--- config.mk ---
export PLATFORM = sky130hd
export DESIGN_NAME = alphasoc_bus_fabric
export DESIGN_NICKNAME = d
export VERILOG_FILES = /design/src/rtl/alphasoc_bus_fabric.sv
export SDC_FILE = /design/constraint.sdc
export NUM_CORES = 1
export LEC_CHECK = 0
export CAP_MARGIN = 20
export CORE_AREA = 2 2 135 137
export CTS_CLUSTER_SIZE = 14
export DETAILED_ROUTE_END_ITERATION = 10
export DIE_AREA = 0 0 137 139
export PLACE_DENSITY = 0.8
export SLEW_MARGIN = 15
export SYNTH_ARGS = -nofsm -noshare
export SYNTH_HDL_FRONTEND = slang
export SYNTH_SLANG_ARGS = --single-unit
export TNS_END_PERCENT = 5
--- constraint.sdc ---
create_clock -name clk -period 4.2 [get_ports clk]
set_input_delay 0.84 -clock clk [delete_from_list [all_inputs] [get_ports clk]]
set_output_delay 0.84 -clock clk [all_outputs]
set_load 0.005 [all_outputs]
--- src/rtl/alphasoc_bus_fabric.sv ---
// Native-memory-bus fabric: one picorv32-style master to NUM_SLAVES mask/base windows,
// with registered request/response, unmapped-error response, wait-state watchdog and sticky error status.
module alphasoc_bus_fabric #(
   parameter int unsigned                NUM_SLAVES     = 4,
   parameter logic [NUM_SLAVES*32-1:0]   SLAVE_BASE     = {NUM_SLAVES{32'h0}},
   parameter logic [NUM_SLAVES*32-1:0]   SLAVE_MASK     = {NUM_SLAVES{32'h0}},
   parameter int unsigned                TIMEOUT_CYCLES = 255,
   parameter logic [31:0]                ERR_RDATA      = 32'hDEAD_BEEF
) (
   input  logic                         clk,
   input  logic                         resetn,
   input  logic                         mem_valid,
   input  logic                         mem_instr,
   input  logic [31:0]                  mem_addr,
   input  logic [31:0]                  mem_wdata,
   input  logic [3:0]                   mem_wstrb,
   output logic                         mem_ready,
   output logic [31:0]                  mem_rdata,
   output logic [NUM_SLAVES-1:0]        s_valid,
   output logic                         s_instr,
   output logic [31:0]                  s_addr,
   output logic [31:0]                  s_wdata,
   output logic [3:0]                   s_wstrb,
   input  logic [NUM_SLAVES-1:0]        s_ready,
   input  logic [NUM_SLAVES*32-1:0]     s_rdata,
   input  logic                         err_clr,
   output logic                         err_irq,
   output logic [1:0]                   err_cause,
   output logic [31:0]                  err_addr
);

   localparam int unsigned CW = (TIMEOUT_CYCLES > 1) ? $clog2(TIMEOUT_CYCLES) : 1;

   typedef enum logic [1:0] {
      ST_IDLE,
      ST_WAIT,
      ST_RESP,
      ST_ERR
   } state_t;

   state_t                 r_state;
   state_t                 w_next;

   logic [NUM_SLAVES-1:0]  w_hit;
   logic [NUM_SLAVES-1:0]  w_pick;
   logic                   w_any;
   logic                   w_sel_ready;
   logic [31:0]            w_sel_rdata;
   logic                   w_timeout;
   logic                   w_start;
   logic                   w_done;
   logic                   w_unmapped;
   logic                   w_tmo;

   logic [NUM_SLAVES-1:0]  r_s_valid;
   logic                   r_s_instr;
   logic [31:0]            r_s_addr;
   logic [31:0]            r_s_wdata;
   logic [3:0]             r_s_wstrb;
   logic [31:0]            r_rdata;
   logic [CW-1:0]          r_cnt;
   logic [1:0]             r_pend_cause;
   logic [31:0]            r_pend_addr;
   logic                   r_err_irq;
   logic [1:0]             r_err_cause;
   logic [31:0]            r_err_addr;

   // Window decode; the first hit in index order is the only one selected.
   always_comb begin
      w_hit  = '0;
      w_pick = '0;
      w_any  = 1'b0;
      for (int unsigned i = 0; i < NUM_SLAVES; i++) begin
         w_hit[i] = ((mem_addr & SLAVE_MASK[32*i +: 32]) == SLAVE_BASE[32*i +: 32]);
         if (w_hit[i] && !w_any) begin
            w_pick[i] = 1'b1;
            w_any     = 1'b1;
         end
      end
   end

   // r_s_valid is one-hot while waiting, so it doubles as the response select.
   always_comb begin
      w_sel_rdata = '0;
      for (int unsigned i = 0; i < NUM_SLAVES; i++) begin
         if (r_s_valid[i]) w_sel_rdata = w_sel_rdata | s_rdata[32*i +: 32];
      end
   end

   assign w_sel_ready = |(s_ready & r_s_valid);
   assign w_timeout   = (TIMEOUT_CYCLES != 0) && (r_cnt == CW'(TIMEOUT_CYCLES - 1));

   always_ff @(posedge clk or negedge resetn) begin
      if (!resetn) r_state <= ST_IDLE;
      else         r_state <= w_next;
   end

   always_comb begin
      w_next     = r_state;
      w_start    = 1'b0;
      w_done     = 1'b0;
      w_unmapped = 1'b0;
      w_tmo      = 1'b0;
      unique case (r_state)
         ST_IDLE: begin
            if (mem_valid) begin
               if (w_any) begin
                  w_next  = ST_WAIT;
                  w_start = 1'b1;
               end else begin
                  w_next     = ST_ERR;
                  w_unmapped = 1'b1;
               end
            end
         end
         ST_WAIT: begin
            if (w_sel_ready) begin
               w_next = ST_RESP;
               w_done = 1'b1;
            end else if (w_timeout) begin
               w_next = ST_ERR;
               w_tmo  = 1'b1;
            end
         end
         ST_RESP: w_next = ST_IDLE;
         ST_ERR:  w_next = ST_IDLE;
         default: w_next = ST_IDLE;
      endcase
   end

   always_ff @(posedge clk or negedge resetn) begin
      if (!resetn) begin
         r_s_valid    <= '0;
         r_s_instr    <= 1'b0;
         r_s_addr     <= '0;
         r_s_wdata    <= '0;
         r_s_wstrb    <= '0;
         r_rdata      <= '0;
         r_cnt        <= '0;
         r_pend_cause <= '0;
         r_pend_addr  <= '0;
      end else begin
         if (w_start) begin
            r_s_valid <= w_pick;
            r_s_instr <= mem_instr;
            r_s_addr  <= mem_addr;
            r_s_wdata <= mem_wdata;
            r_s_wstrb <= mem_wstrb;
            r_cnt     <= '0;
         end else if (r_state == ST_WAIT) begin
            r_cnt <= r_cnt + CW'(1);
         end
         if (w_done) begin
            r_s_valid <= '0;
            r_rdata   <= w_sel_rdata;
         end
         if (w_tmo) begin
            r_s_valid    <= '0;
            r_rdata      <= ERR_RDATA;
            r_pend_cause <= 2'b10;
            r_pend_addr  <= r_s_addr;
         end
         if (w_unmapped) begin
            r_rdata      <= ERR_RDATA;
            r_pend_cause <= 2'b01;
            r_pend_addr  <= mem_addr;
         end
      end
   end

   // A clear that coincides with a newly logged error yields to the error.
   always_ff @(posedge clk or negedge resetn) begin
      if (!resetn) begin
         r_err_irq   <= 1'b0;
         r_err_cause <= '0;
         r_err_addr  <= '0;
      end else if ((r_state == ST_ERR) && (!r_err_irq || err_clr)) begin
         r_err_irq   <= 1'b1;
         r_err_cause <= r_pend_cause;
         r_err_addr  <= r_pend_addr;
      end else if (err_clr) begin
         r_err_irq   <= 1'b0;
         r_err_cause <= '0;
         r_err_addr  <= '0;
      end
   end

   assign mem_ready = (r_state == ST_RESP) || (r_state == ST_ERR);
   assign mem_rdata = r_rdata;
   assign s_valid   = r_s_valid;
   assign s_instr   = r_s_instr;
   assign s_addr    = r_s_addr;
   assign s_wdata   = r_s_wdata;
   assign s_wstrb   = r_s_wstrb;
   assign err_irq   = r_err_irq;
   assign err_cause = r_err_cause;
   assign err_addr  = r_err_addr;

endmodule

==> reports/summary.md, run 1 <==
The cell depth of the worst setup path is 1. Synthesis inferred 179 register bits. Shortest period the worst path allows: 2.40 ns. The area of the core region is 17700 sq um. The static leakage power is 4.86 nW. The number of levels the H-tree was split into is 4. The worst setup path is launched from a register. The signal on the critical path passes through clkdlybuf4s50_1. The clock passes through at most 2 buffers. Placed wire-length estimate: 12000 microns. By count the netlist is led by nand2_1 (234), dfrtp_1 (179), mux2_2 (60). The share of the clock period used by the worst path after layout was 0.571; the count of pins over their slew limit was 0. The utilization after layout is 0.585.

For this run, design rule violations remaining after detail routing come to 0. The power density over the cells came out at 594 nW/um^2. The worst setup path is captured at an output port. In the routed layout, each cell is associated on average with a via count of 4.74.

The family of cells with the greatest summed delay on the critical path was buffers and inverters. The setup TNS was 0 ns. The die height was 139 microns; the total of max-cap violations was 0.

The share of async-settable or async-resettable flops after synthesis is 1.00, and the worst-case vdd ir drop is 325 uV. The total length of routed wires is 17500 microns, and the synthesized area divided by synthesized cell count is 10.6 sq um. The tree is rooted in a clkbuf_16. Area fraction of the dominant cell type after synthesis: 0.626. For the hold violation count in the final report, the log shows 0. The post-cts gate resize count is 0, and the critical path buffer and inverter count is 1.

The power share of the sequential group is 0.417, and the net switching share of the total power is 0.308. Of all nets on the critical path, the largest fanout is 10. At the worst endpoint, the required time is 3.36 ns. The Yosys step of the flow raised 0 warnings. Post-CTS repair timing setup buffer count: 0. The final layout contains 1114 nets.

In this run, CTS created clock tree buffers numbering 17. The tools report the sequential area share after synthesis as 0.626. For the number of antenna violations at the first check in global routing, the log shows 0. Violation count after the first detailed-routing iteration: 310. In this run, post-CTS hold repair placed 0 buffers.

The initialized floorplan defines 49 standard-cell rows. dfrtp_1 takes more of the synthesized area than any other cell. The post-synthesis cell count is 675, and the setup violation total in the final timing report is 0. The first global-routing pass estimated 28600 microns of wire. The run gives 0.42 ns as the source-to-sink clock delay at the later pin of the worst-skew pair. 0 antenna diodes ended up in the layout.

Among all flip-flop cells after synthesis, the most frequent one is dfrtp_1. The number of different library cells used by synthesis comes to 36. The clock network fraction of total power was 0.248. For the worst setup path, the data arrival time is 1.56 ns.

The growth of design area from synthesis to finish was 44.3%; the fraction of final layout cells with drive strength greater than 1 was 0.118. For the pin with the worst max-slew slack, the measured transition is 0.966 ns. Sorting the synthesized cells by area gives the leading types as dfrtp_1 (63%), nand2_1 (12%), mux2_2 (9.4%). The clock-pin slew on the worst setup and hold paths is 0.06 ns, and the total iterations of the first detailed-routing run is 4. The tightest min-delay check is of the reg -> reg type. The tools report the I/O pin count as 346. The horizontal die dimension was 137 microns; the number of fillers in the final layout was 1508. The number of cells on the worst reg-to-reg path is 6. Along the worst hold path, the cell count comes to 2.

The tools report the total die area as 19000 sq um. The clock drives 179 sinks. The maximum clock rate was 417 MHz. The flow ran to the end, and the final reports show no timing, DRC or antenna violations. The cell-internal power was 0.00424 W.

The kind of critical path was reg -> out. Entering global routing, the biggest net connects 105 pins. For this design, the slowest cell found on the critical path is clkdlybuf4s50_1. The synthesized design contains 0 enable-type register cells. For this run the aggregate overflow at the end of global routing stands at 0. TritonCTS built the clock tree. Setup repair after global routing left no endpoint under its margin. The logs give 0.405 for the initial core utilization and 0.751 for the routability congestion estimate. The analysis attributes to net switching a power of 0.00189 W. Total via count after detailed routing: 5445. The run gives 5579 as the via count of the first global-routing pass.

The all-layer global routing usage came out at 0.191. The worst slew margin relative to its limit is 0.356. Clock skew on the completed layout was measured at 0.0154 ns. The most used standard cell by instance count after synthesis was nand2_1.

The number of port buffers is 242. The residual antenna-violating net count after detailed routing is 0, and the critical path's largest stage delay is 0.61 ns. Detailed-route wire length per cell: 15.3 microns.

The tools report the combinational share of power as 0.335. The post-synthesis cell area came out at 7160 sq um.
## sequential cells by signal, indices dropped and copies added, names as in the netlist
signal and count:
err_addr 32, err_cause 1, err_irq 1, mem_rdata 32, r_cnt 8, r_pend_addr 32
r_pend_cause 1, r_state 2, s_addr 32, s_instr 1, s_valid 1, s_wdata 32
s_wstrb 4
## routing by layer
metal,wire (microns),track usage
met2,8080,0.300
met5,0,0
met4,379,0.0743
met1,7480,0.245
met3,1580,0.0625
## power groups by stage
stage / logic [W] / registers, W / clock network, W
floorplan: 0.000764 / 0.00256 / 0
global placement: 0.00205 / 0.00256 / 0
detailed placement: 0.00208 / 0.00258 / 0
CTS: 0.00208 / 0.00256 / 0.00157
global route: 0.00230 / 0.00262 / 0.00164
finish: 0.00205 / 0.00256 / 0.00152
## cells in the final DEF, fill, tap and decap left out, types with 2 or more instances in the layout
master	instances
clkinv_4	2
dfrtp_1	179
a21oi_1	25
mux2_1	5
buf_4	10
o21ai_0	13
nor2_1	49
conb_1	4
o31ai_1	2
mux2i_1	2
clkbuf_16	17
ha_1	2
clkinv_2	2
nor2b_1	34
nand2_1	234
nand4_1	3
nand3_1	2
inv_1	3
mux2_2	60
clkdlybuf4s50_1	241
inv_6	5
o211ai_1	2
## worst paths after layout
check	startpoint	slack [ns]	endpoint
max in group asynchronous	resetn	2.65	r_pend_addr[28]$_DFFE_PN0P_
worst max register to register	r_cnt[0]$_DFFE_PN0P_	2.08	r_pend_addr[22]$_DFFE_PN0P_
min in group asynchronous	resetn	0.53	err_addr[13]$_DFFE_PN0P_
worst min register to register	s_wdata[11]$_DFFE_PN0P_	0.47	s_wdata[11]$_DFFE_PN0P_
worst min-delay path	s_wdata[11]$_DFFE_PN0P_	0.47	s_wdata[11]$_DFFE_PN0P_
worst max-delay path	r_state[1]$_DFFE_PN0P_	1.80	mem_ready
## cell type report
class | instances | area [sq um] | area share
sequential | 179 | 4480 | 0.434
timing repair buffer | 253 | 2510 | 0.243
multi-input combinational | 453 | 2470 | 0.240
clock buffer | 19 | 443 | 0.0429
tap | 229 | 287 | 0.0277
clock inverter | 12 | 120 | 0.0116
inverter | 3 | 11.3 | 0.00109
## per-stage QoR
| stage | instance area (sq um) | hold slack, ns | cells | power, W | setup WS, ns |
|---|---|---|---|---|---|
| final | 10300 | 0.473 | 1148 | 0.00613 | 1.80 |
| after global routing | 10300 | 0.499 | 1148 | 0.00656 | 1.73 |
| after CTS | 10300 | 0.478 | 1147 | 0.00621 | 1.76 |
| after global placement | 9750 | 0.449 | 1116 | 0.00461 | 1.48 |
| after detailed placement | 9750 | 0.461 | 1116 | 0.00466 | 1.42 |
| after floorplan | 7170 | 0.433 | 678 | 0.00333 | 2.23 |
## cell families after synthesis
family | share of synthesized area
simple gates | 0.198
compound gates | 0.0350
buf+inv | 0.0327
flops | 0.626
other cells | 0.000524
fa+ha+maj | 0.00350
mux | 0.105
(Power assumes the default switching activity.)
==> run 2: changes to the inputs <==
CORE_AREA = default   (was 2 2 135 137)
CORE_MARGIN = 1   (was default)
CORE_UTILIZATION = 37   (was default)
DIE_AREA = default   (was 0 0 137 139)
PLACE_DENSITY = 0.77   (was 0.8)
clock period = 2.12 ns   (was 4.2 ns; I/O delays follow)
==> reports/summary.md, run 2 (synthesized netlist as in run 1, its figures left out) <==
Die height: 141 microns (was 139 microns). The number of core rows came out at 50 (was 49). The most crowded layer after global routing is met2 (unchanged). Type of element capturing the critical path: a register (was an output port). For the total via count after detailed routing, the log shows 5423 (was 5445). The via count of the first global-routing pass was 5701 (was 5579); the required arrival time at the worst endpoint was 2.42 ns (was 3.36 ns). The maximum fanout along the worst path works out to 16 (was 10). The worst reg2reg path depth was 7 (was 6); the shortest period the worst path allows was 1.97 ns. The tools report the number of fillers in the final layout as 1617 (was 1508). The logs give 4.95 nW (was 4.86 nW) for the static leakage power and 346 (unchanged) for the I/O pin count. The logs give 19900 sq um (was 19000 sq um) for the total die area and 0 (unchanged) for the DRC violation count after routing. Kind of critical path: reg -> reg (was reg -> out). The growth of design area from synthesis to finish came out at 47.9% (was 44.3%). For the number of buffers inserted during clock tree synthesis, the log shows 17 (unchanged). The number of port buffers came out at 242 (unchanged).

The run gives 0.757 (was 0.751) as the routability congestion estimate. For the worst reg-to-reg setup slack, the log shows 0.15 ns (was 2.08 ns). Register area: 4480 sq um (about the same).

The tools report the violation count after the first detailed-routing iteration as 258 (was 310). The source-to-sink clock delay at the later pin of the worst-skew pair was 0.42 ns (about the same). The clock skew after layout came out at 0.00950 ns (was 0.0154 ns). For the data arrival time of the critical path, the log shows 2.27 ns (was 1.56 ns).

The run gives 0.233 (was 0.245) as the global routing met1 resource utilization. The detailed-route wire length per cell is 14.7 microns (was 15.3 microns). First-pass GRT wire length: 28700 microns (was 28600 microns). For the all-layer global routing usage, the log shows 0.184 (was 0.191).

Number of levels the H-tree was split into: 4 (unchanged). The logs give 0 (unchanged) for the residual antenna-violating net count after detailed routing and 1156 (was 1116) for the cell count after placement. The flow ran to the end, and the final reports show no timing, DRC or antenna violations. The fraction of final layout cells with drive strength greater than 1 was 0.134 (was 0.118); the maximum clock rate was 509 MHz. The run gives 0.302 (was 0.300) as the routing usage on met2. The pin count of the biggest net entering global routing was 79 (was 105); the routing usage on met3 was 0.0479 (was 0.0625).

For the total of max-cap violations, the log shows 0 (unchanged). The tools report the count of nets after finishing as 1128 (was 1114). The tools report the setup violation total in the final timing report as 0 (unchanged). Number of antenna violations at the first check in global routing: 0 (unchanged). The class of the most critical hold timing path is in -> async (was reg -> reg). The initial core utilization came out at 0.380 (was 0.405).

The total length of routed wires was 17600 microns (was 17500 microns). The logs give 0 (unchanged) for the count of pins over their slew limit and 11800 microns (was 12000 microns) for the placed wire-length estimate. The logs give 2 (unchanged) for the maximum clock insertion buffer count and 606 uV (was 325 uV) for the worst-case vdd ir drop.

The area of the core region was 18800 sq um (was 17700 sq um). The tools report the origin of the critical flop-to-flop path as r_cnt[0]$_DFFE_PN0P_ (unchanged). TritonCTS built the clock tree. The setup TNS is 0 ns (unchanged), and the hold violation count in the final report is 0 (unchanged). The run gives 0 (unchanged) as the antenna diode count. Global-route congestion overflow total: 0 (unchanged). The clock-pin slew on the worst setup and hold paths works out to 0.07 ns (was 0.06 ns). The most common cell after layout, fill and taps aside is clkdlybuf4s50_1 (unchanged).

The tools report the worst setup path startpoint as r_cnt[0]$_DFFE_PN0P_ (was r_state[1]$_DFFE_PN0P_). The horizontal die dimension was 141 microns (was 137 microns). The tools report the final cell count without fillers as 1194 (was 1148).

The nature of the critical path startpoint was a register (unchanged). Area occupied by multi-input gates: 2470 sq um (unchanged). The tools report the root buffer selected by CTS as clkbuf_16 (unchanged). The total iterations of the first detailed-routing run is 4 (unchanged). Most frequent cells in the layout: clkdlybuf4s50_1 (241), nand2_1 (234), dfrtp_1 (177), mux2_2 (60), nor2_1 (49) (was clkdlybuf4s50_1 (241), nand2_1 (234), dfrtp_1 (179), mux2_2 (60), nor2_1 (49)). The share of the clock period used by the worst path after layout works out to 0.927. The per-cell via count in the routed design is 4.54 (was 4.74), and the number of clock sinks seen by CTS is 179 (unchanged). The power density over the cells was 1160 nW/um^2 (was 594 nW/um^2).

Setup repair after global routing left no endpoint under its margin.
==> run 2: cell count changes in the layout (fill, tap and decap cells not counted), sizes merged <==
cell / before / now
buf: 12 / 24
inv: 9 / 8
clkinvlp: 1 / 3
bufinv: 1 / 0
dlygate4sd3: 0 / 1
clkinv: 4 / 5
clkbuf: 19 / 20
==> run 2: worst paths after layout <==
check                                                   end
worst min-delay path                 s_addr[14]$_DFFE_PN0P_
worst max register to register  r_pend_addr[19]$_DFFE_PN0P_
min in group clk                r_pend_cause[1]$_DFFE_PN0P_
max in group asynchronous              r_cnt[1]$_DFFE_PN0P_
worst min register to register  r_pend_cause[1]$_DFFE_PN0P_
worst max-delay path            r_pend_addr[19]$_DFFE_PN0P_
==> run 2: critical path, stage by stage (launching register included) <==
cell and delay (ns):
dfrtp_2 0.40, inv_1 0.06, ha_1 0.14, nand4_1 0.21
nor4b_4 0.33, buf_6 0.17, buf_12 0.17, mux2_2 0.35
==> run 2: stage by stage <==
step	utilization	power (W)	hold WS, ns	instance area, sq um	setup WS [ns]
final	0.562	0.0122	0.435	10600	0.155
after global routing	0.562	0.0131	0.454	10600	0.0536
after CTS	0.559	0.0124	0.414	10500	0.000717
after detailed placement	0.528	0.00931	0.304	9940	-0.0337
after global placement	0.528	0.00919	0.302	9940	-0.0227
after floorplan	-	0.00659	0.128	7170	0.280
==> run 2: area by class of cell <==
type / count / share of cell area
Multi-Input combinational cell: 453 / 0.234
Tap cell: 260 / 0.0307
Clock buffer: 19 / 0.0428
Timing Repair Buffer: 267 / 0.257
Sequential cell: 179 / 0.423
Inverter: 3 / 0.00106
Clock inverter: 13 / 0.0115
==> run 2: what timing repair did <==
action / 4_1_cts / 5_1_grt
setup buffers: 0 / 4
endpoints found under the setup margin: 0 / 30
resized for setup: 0 / 3
hold endpoints to repair: 21 / 0
hold buffers: 1 / 0
==> run 2: metal layers <==
metal / up-vias / share of wire
met3: 14 / 0.057
met5: - / 0
met2: 164 / 0.48
met1: 2599 / 0.45
met4: 0 / 0.014
li1: 2646 / -
==> run 2: report_power, final <==
part | internal, W | switching, W
registers | 0.00440 | 0.000621
clock network | 0.00161 | 0.00142
logic | 0.00244 | 0.00176
total | 0.00844 | 0.00379
==> run 3: changes to the inputs <==
GPL_TIMING_DRIVEN = 1   (was default)
==> results of run 3 <==
The final DEF is identical to that of run 2; final timing and power are the same.
